<file path="config.mk">
export PLATFORM = sky130hd
export DESIGN_NAME = alu_operand_mux
export DESIGN_NICKNAME = d
export VERILOG_FILES = /design/src/rtl/alu_operand_mux.sv
export SDC_FILE = /design/constraint.sdc
export NUM_CORES = 1
export LEC_CHECK = 0
export CORE_ASPECT_RATIO = 0.5
export CORE_MARGIN = 2
export CORE_UTILIZATION = 42
export DETAILED_ROUTE_END_ITERATION = 16
export PLACE_DENSITY = 0.81
export SYNTH_ARGS = -nofsm -noshare
export SYNTH_HDL_FRONTEND = slang
export SYNTH_SLANG_ARGS = --single-unit
</file>
<file path="constraint.sdc">
create_clock -name clk -period 2.3 [get_ports clk]
set_input_delay 0.23 -clock clk [delete_from_list [all_inputs] [get_ports clk]]
set_output_delay 0.23 -clock clk [all_outputs]
set_load 0.05 [all_outputs]
</file>
<file path="src/rtl/alu_operand_mux.sv">
// Purpose : registered N:1 ALU B-operand select (sources or extended immediate) with a skid buffer.
// Latency : 1 cycle; a beat accepted on edge n is presented on out_* right after edge n.
// Backpress: absorbs at most two beats (OUT + SKID); in_ready is a flop output that drops while SKID is full.
//
// Ports:
//   clk, rst            rising-edge clock, asynchronous active-high reset
//   in_data             NUM_IN packed sources, source k at [k*WIDTH +: WIDTH]
//   imm, imm_sext       immediate field and its extension mode (1 = sign, 0 = zero)
//   sel                 0..NUM_IN-1 source, NUM_IN immediate, anything above is illegal
//   in_valid/in_ready   upstream handshake
//   out_data/out_err    selected operand and illegal-select flag
//   out_valid/out_ready downstream handshake
module alu_operand_mux #(
    parameter int WIDTH     = 16,
    parameter int NUM_IN    = 4,
    parameter int IMM_WIDTH = 8,
    parameter int SEL_W     = $clog2(NUM_IN + 1)
) (
    input  logic                    clk,
    input  logic                    rst,
    input  logic [NUM_IN*WIDTH-1:0] in_data,
    input  logic [IMM_WIDTH-1:0]    imm,
    input  logic                    imm_sext,
    input  logic [SEL_W-1:0]        sel,
    input  logic                    in_valid,
    output logic                    in_ready,
    output logic [WIDTH-1:0]        out_data,
    output logic                    out_err,
    output logic                    out_valid,
    input  logic                    out_ready
);

    // State encoding is {SKID.valid, OUT.valid}, so the valid bits are the state flops.
    typedef enum logic [1:0] {
        EMPTY = 2'b00,
        ONE   = 2'b01,
        FULL  = 2'b11
    } state_t;

    state_t           state_q, state_d;
    logic [WIDTH-1:0] out_dat_q, out_dat_d;
    logic             out_err_q, out_err_d;
    logic [WIDTH-1:0] skid_dat_q, skid_dat_d;
    logic             skid_err_q, skid_err_d;

    logic [WIDTH-1:0] imm_ext;
    logic [WIDTH-1:0] sel_dat;
    logic             sel_err;
    logic             accept;
    logic             drain;

    // A zero-width replication is illegal, so the full-width immediate gets its own branch.
    generate
        if (IMM_WIDTH == WIDTH) begin : g_imm_full
            assign imm_ext = imm;
        end else begin : g_imm_ext
            assign imm_ext = {{(WIDTH-IMM_WIDTH){imm_sext & imm[IMM_WIDTH-1]}}, imm};
        end
    endgenerate

    // Operand select for the beat currently offered upstream.
    always_comb begin
        sel_dat = '0;
        sel_err = 1'b0;
        if (sel == SEL_W'(NUM_IN)) begin
            sel_dat = imm_ext;
        end else if (sel > SEL_W'(NUM_IN)) begin
            sel_err = 1'b1;
        end else begin
            for (int k = 0; k < NUM_IN; k++) begin
                if (sel == SEL_W'(k)) begin
                    sel_dat = in_data[k*WIDTH +: WIDTH];
                end
            end
        end
    end

    // in_ready and out_valid come straight from state flops: no combinational
    // path from in_valid/out_ready reaches either of them.
    assign in_ready  = ~state_q[1];
    assign out_valid = state_q[0];
    assign accept    = in_valid & in_ready;
    assign drain     = out_valid & out_ready;

    // State register.
    always_ff @(posedge clk or posedge rst) begin
        if (rst) begin
            state_q <= EMPTY;
        end else begin
            state_q <= state_d;
        end
    end

    // Next-state logic.
    always_comb begin
        state_d = state_q;
        case (state_q)
            EMPTY: begin
                if (accept) state_d = ONE;
            end
            ONE: begin
                if (accept && !drain)      state_d = FULL;
                else if (!accept && drain) state_d = EMPTY;
            end
            FULL: begin
                // in_ready is low here, so nothing is accepted while SKID drains.
                if (drain) state_d = ONE;
            end
            default: state_d = EMPTY;
        endcase
    end

    // Datapath next values: OUT only changes on load, so it holds while stalled.
    always_comb begin
        out_dat_d  = out_dat_q;
        out_err_d  = out_err_q;
        skid_dat_d = skid_dat_q;
        skid_err_d = skid_err_q;
        case (state_q)
            EMPTY: begin
                if (accept) begin
                    out_dat_d = sel_dat;
                    out_err_d = sel_err;
                end
            end
            ONE: begin
                if (accept && drain) begin
                    out_dat_d = sel_dat;
                    out_err_d = sel_err;
                end else if (accept) begin
                    skid_dat_d = sel_dat;
                    skid_err_d = sel_err;
                end
            end
            FULL: begin
                if (drain) begin
                    out_dat_d  = skid_dat_q;
                    out_err_d  = skid_err_q;
                    skid_dat_d = '0;
                    skid_err_d = 1'b0;
                end
            end
            default: ;
        endcase
    end

    always_ff @(posedge clk or posedge rst) begin
        if (rst) begin
            out_dat_q  <= '0;
            out_err_q  <= 1'b0;
            skid_dat_q <= '0;
            skid_err_q <= 1'b0;
        end else begin
            out_dat_q  <= out_dat_d;
            out_err_q  <= out_err_d;
            skid_dat_q <= skid_dat_d;
            skid_err_q <= skid_err_d;
        end
    end

    // Output drive.
    always_comb begin
        out_data = out_dat_q;
        out_err  = out_err_q;
    end

endmodule

</file>
After elaboration in Yosys (flattened, before gate mapping)
Index checks and enable logic that the tools add are counted.
{"block": "op_classes", "order_cmp": 1, "n_eq_ne": 12, "mux": 27, "n_bitwise": 4, "reduce_logical": 12}
{"operator": "$mux W16", "count": 11}
{"operator": "$pmux W16 S3", "count": 1}
{"operator": "$pmux W16 S2", "count": 1}
{"operator": "$ne A2 B2 Y1 const B", "count": 5}
{"operator": "$mux W2", "count": 4}
{"operator": "$reduce_and A4 Y1", "count": 2}
{"operator": "$mux W1", "count": 7}
{"operator": "$eq A3 B2 Y1 const B", "count": 2}
{"operator": "$pmux W2 S3", "count": 1}
{"operator": "$and A1 B1 Y1", "count": 3}
{"operator": "$eq A3 B1 Y1 const B", "count": 1}
{"operator": "$eq A3 B3 Y1 const B", "count": 1}
{"operator": "$gt A3 B3 Y1 const B", "count": 1}
{"operator": "$logic_and A1 B1 Y1", "count": 3}
{"operator": "$logic_not A3 Y1", "count": 1}
{"operator": "$ne A3 B3 Y1 const B", "count": 1}
{"operator": "$pmux W1 S3", "count": 1}
{"operator": "$reduce_and A3 Y1", "count": 1}
{"operator": "$reduce_bool A3 Y1", "count": 1}
{"operator": "$eq A2 B1 Y1 const B", "count": 1}
{"operator": "$eq A2 B2 Y1 const B", "count": 1}
{"operator": "$logic_not A1 Y1", "count": 2}
{"operator": "$logic_not A2 Y1", "count": 1}
{"operator": "$pmux W1 S2", "count": 1}
{"operator": "2 further kinds", "count": 2}
{"block": "totals", "reg_bits": 36, "inputBits": 80, "output_inout_bits": 19, "elab_cells": 61}

Logic depth before layout (Yosys ltp)
{"block": "depth", "ltp_word": 10, "mapped_depth": 8, "mapped_depth_nobuf": 7}

Least setup slack after synthesis
Ideal clock, no wire load.
{"block": "synth_path", "path_kind": "reg-to-reg", "from": "register state_q[0]", "to": "register out_err_q, in the netlist out_err", "setup_time_ns": 0.081, "t_arrival_ns": 2.111, "required_time_ns": 2.219, "setup_slack_ns": 0.107, "stages_incl_launch_ff": 9, "n_path_buf": 1, "synth_period_minus_slack_ns": 2.193, "path_cell_list": "dfrtp_1 nand2_1 inv_1 ha_1 nor2b_4 a2111oi_4 buf_6 nor2_1 a31oi_2"}
{"block": "synth_via", "elab_chain_len": 4, "elab_cells_between_ends": 11, "classes_between": "5 x eq/ne; 1 x mux; 1 x bitwise; 4 x reduce/logical"}
{"element": "from (decl)", "line": "40", "rtl": "state_t state_q, state_d;"}
{"element": "from (signal assigned)", "line": "90", "rtl": "state_q <= state_d;"}
{"element": "$and A1 B1 Y1", "line": "83", "rtl": "assign drain = out_valid & out_ready;"}
{"element": "$logic_and A1 B1 Y1", "line": "127", "rtl": "if (accept && drain) begin"}
{"element": "$ne A2 B2 Y1 (no line)"}
{"element": "$reduce_and A4 Y1 (no line)"}
{"element": "to (signal assigned)", "line": "155", "rtl": "out_err_q <= out_err_d;"}
{"element": "to (decl)", "line": "42", "rtl": "logic out_err_q, out_err_d;"}
Several ways; a longest one is shown, not always the timed one.
A chain may end at the register's enable or synchronous reset.

Worst setup path in the final report
{"block": "layout_path", "from": "register state_q[1]", "to": "register out_dat_q[14], in the netlist out_data[14]"}
{"block": "layout_via", "elab_chain_len": 5, "elab_cells_between_ends": 12, "classes_between": "5 x eq/ne; 1 x mux; 2 x bitwise; 4 x reduce/logical"}
{"element": "$not A1 Y1", "line": "80", "rtl": "assign in_ready = ~state_q[1];"}
{"element": "$and A1 B1 Y1", "line": "82", "rtl": "assign accept = in_valid & in_ready;"}
{"element": "$logic_and A1 B1 Y1", "line": "127"}
{"element": "$ne A2 B2 Y1 (no line)"}
{"element": "$reduce_and A4 Y1 (no line)"}
{"element": "to (signal assigned)", "line": "154", "rtl": "out_dat_q <= out_dat_d;"}
{"element": "to (decl)", "line": "41", "rtl": "logic [WIDTH-1:0] out_dat_q, out_dat_d;"}
Several ways; a longest one is shown, not always the timed one.

==> flow_summary.toml <==
[synthesis]
synth_cells = 242
yosysWarningCount = 0
synthesis.area_um2 = 2250
synth_area_leaders = "dfrtp_1, mux2i_1, nand2_1"
synth_top_area_cell = "dfrtp_1"
ys_async_sr_fraction_pct = 100
syn_area_per_cell_um2 = 9.28
synth_top_cell_area_share_pct = 40.1
ys_seq_area_share_pct = 40.1
synth_seq_cells = 36
yosysUniqueCellTypes = 38
synth_edf_count = 0
syn_nets = 328
synth_flop_cell = "dfrtp_1"

[sta]
finalHoldViolCount = 0
timing.slew.headroom_pct = 65.5
clock-skew-final_ns = 0.00602
worst_slack_ns = 0.318
max_clock_freq_mhz = 504
finalSetupViolCount = 0
worst_slew_pin_slew_ns = 0.516
rsz0062_at_grt = "no"
fin_setup_tns_ns = 0
period_share_pct = 86.2
drv_slew = 0
post-route-min-period_ns = 1.98

[grt]
grt_pass1_wl_um = 10700
grt_use_total_pct = 22.6
antenna_found_initial = 0
grt_start_max_net_pins = 37
grt_pass1_vias = 2213
grt-ovfl-total = 0

[worst_setup_path]
crit_type = "reg -> reg"
crit_end = "out_data[14]$_DFFE_PP0P_"
worstPathCellList = "nand2b_4 -> inv_1 -> ha_1 -> nor2b_4 -> a2111oi_4 -> buf_12 -> nand2_4 -> o211ai_1"
arrival_ns = 2.18
reg2reg_slack_ns = 0.32
worstPathRequired_ns = 2.50
critPathCaptureType = "flop"
reg2regPathDepth = 8
critPathMaxFanout = 19
cp_top_family = "compound AO/OA/AOI/OAI gates"
cp_slowest_cell = "dfrtp_1"
r2r-end = "out_data[14]$_DFFE_PP0P_"
critPathBufInv = 2
slowest_delay_ns = 0.43
regToRegStartpoint = "state_q[1]$_DFFE_PP0P_"
cp-start-kind = "flop"
cp.depth = 8
cp-startpoint = "state_q[1]$_DFFE_PP0P_"

[detailed_routing]
wl_per_cell_um = 15.8
ant_nets = 0
drc_errors = 0
viasPerCell = 5.47
wl_um = 6490
dr.pass1.iters = 4
num_vias = 2243
drt_iter0_markers = 185

[layout]
final_cell_mix = "clkdlybuf4s50_1, dfrtp_1, nand2_1, mux2i_1, o21ai_0"
seq_area_um2 = 901
diodes = 0
syn2layout_area_growth_pct = 51.7
multi_input_area_um2 = 1250
drive_gt1_share_pct = 8.82
final_common_cell = "clkdlybuf4s50_1"
fill_cells = 428
nets = 426

[cts]
ctsResizeCount = 0
cts.sinks = 36
tritoncts = "done"
cts_setup_buffers = 0
clk_latency_ns = 0.29
cts_root_buf = "clkbuf_8"
path_clk_slew_ns = 0.07
htreeDepth = 2
hold_buffers = 0
numCtsBuffers = 5
cts.path.max_buffers = 2

[floorplan]
core_um2 = 5040
pin_count = 99
die_x_um = 107
row_count = 18
die_h_um = 55.7
start_util_pct = 44.5
die_area_um2 = 5980

[placement]
place_hpwl_um = 5100
place_ws_ns = 0.0559
io_buffers = 98
gp_routability_congestion = 0.827

[status]
status = "finished clean"

[flow_run]
cap_violations = 0

[pwr]
p_per_area_nw_per_um2 = 1130
ir_worst_vdd_mv = 0.692
p_leak_nw = 1.43

[worst_hold_path]
hp-class = "in -> async"
[flip-flops by register name, summed over array words and instances, names as in the netlist]
name	cells
out_data	16
out_err	1
skid_dat_q	16
skid_err_q	1
state_q	2
[layout make-up]
cell class                      instances  area share [%]
Multi-Input combinational cell        185            36.6
Timing Repair Buffer                  106            30.9
Sequential cell                        36            26.4
Clock buffer                            7            2.83
Tap cell                               70            2.57
Inverter                                6           0.661
[synth_stat cells, drive strengths merged, types with 9 or more instances]
| master | instances |
|---|---|
| dfrtp | 36 |
| nand2 | 33 |
| mux2i | 27 |
| o21ai | 20 |
| a21oi | 15 |
| nand3 | 15 |
| nor2 | 13 |
| o211ai | 10 |
| o22ai | 10 |
| buf | 9 |
[per-stage QoR]
step / hold WS [ns] / utilization, % / cells / instance area, um^2 / total power (W)
2_1_floorplan: 0.397 / - / 242 / 2250 / 0.00261
3_3_place_gp: 0.462 / 65.6 / 403 / 3310 / 0.00331
3_5_place_dp: 0.467 / 65.6 / 403 / 3310 / 0.00339
4_1_cts: 0.347 / 67.5 / 410 / 3410 / 0.00387
5_1_grt: 0.409 / 67.5 / 410 / 3410 / 0.00412
6_report: 0.337 / 67.5 / 410 / 3410 / 0.00386
[worst min-delay path by stage]
stage | end | slack [ns] | cells past startpoint
after floorplan | out_data[0]$_DFFE_PP0P_ | 0.40 | 1
after global placement | skid_dat_q[11]$_DFFE_PP0P_ | 0.46 | 2
final | out_data[13]$_DFFE_PP0P_ | 0.34 | 3
after global routing | out_data[14]$_DFFE_PP0P_ | 0.41 | 3
after detailed placement | skid_dat_q[0]$_DFFE_PP0P_ | 0.47 | 2
after CTS | out_data[14]$_DFFE_PP0P_ | 0.35 | 3
[worst min-delay path: cells and delay by family]
family / cells / cell delay, ns
buf+inv: 3 / 0.83
[cells by family (layout without fill, tap and decap cells)]
kind of cell               Yosys count  count (layout)  synth area share (%)
AOI/OAI and AO/OA                   77              77                  23.5
and+or+nand+nor                     74              74                  16.2
DFF                                 36              36                  40.1
muxes                               28              28                  12.5
buffers and inverters               21             119                  4.40
adders and majority gates            6               6                  3.34
[where the power goes]
| group | switching, W | internal, W | total (W) |
|---|---|---|---|
| registers | 0.000167 | 0.000918 | 0.00109 |
| logic | 0.00140 | 0.000902 | 0.00230 |
| clock network | 0.000206 | 0.000266 | 0.000473 |
| total | 0.00177 | 0.00209 | 0.00386 |
[layer usage]
metal	global-route usage, %	share of wire (%)	wire length, um
met5	0	0	0
met4	8.79	1.5	95
met3	4.33	8.1	524
met2	35.8	46	2980
met1	30.9	45	2890
Power figures use the tool's default switching activity.
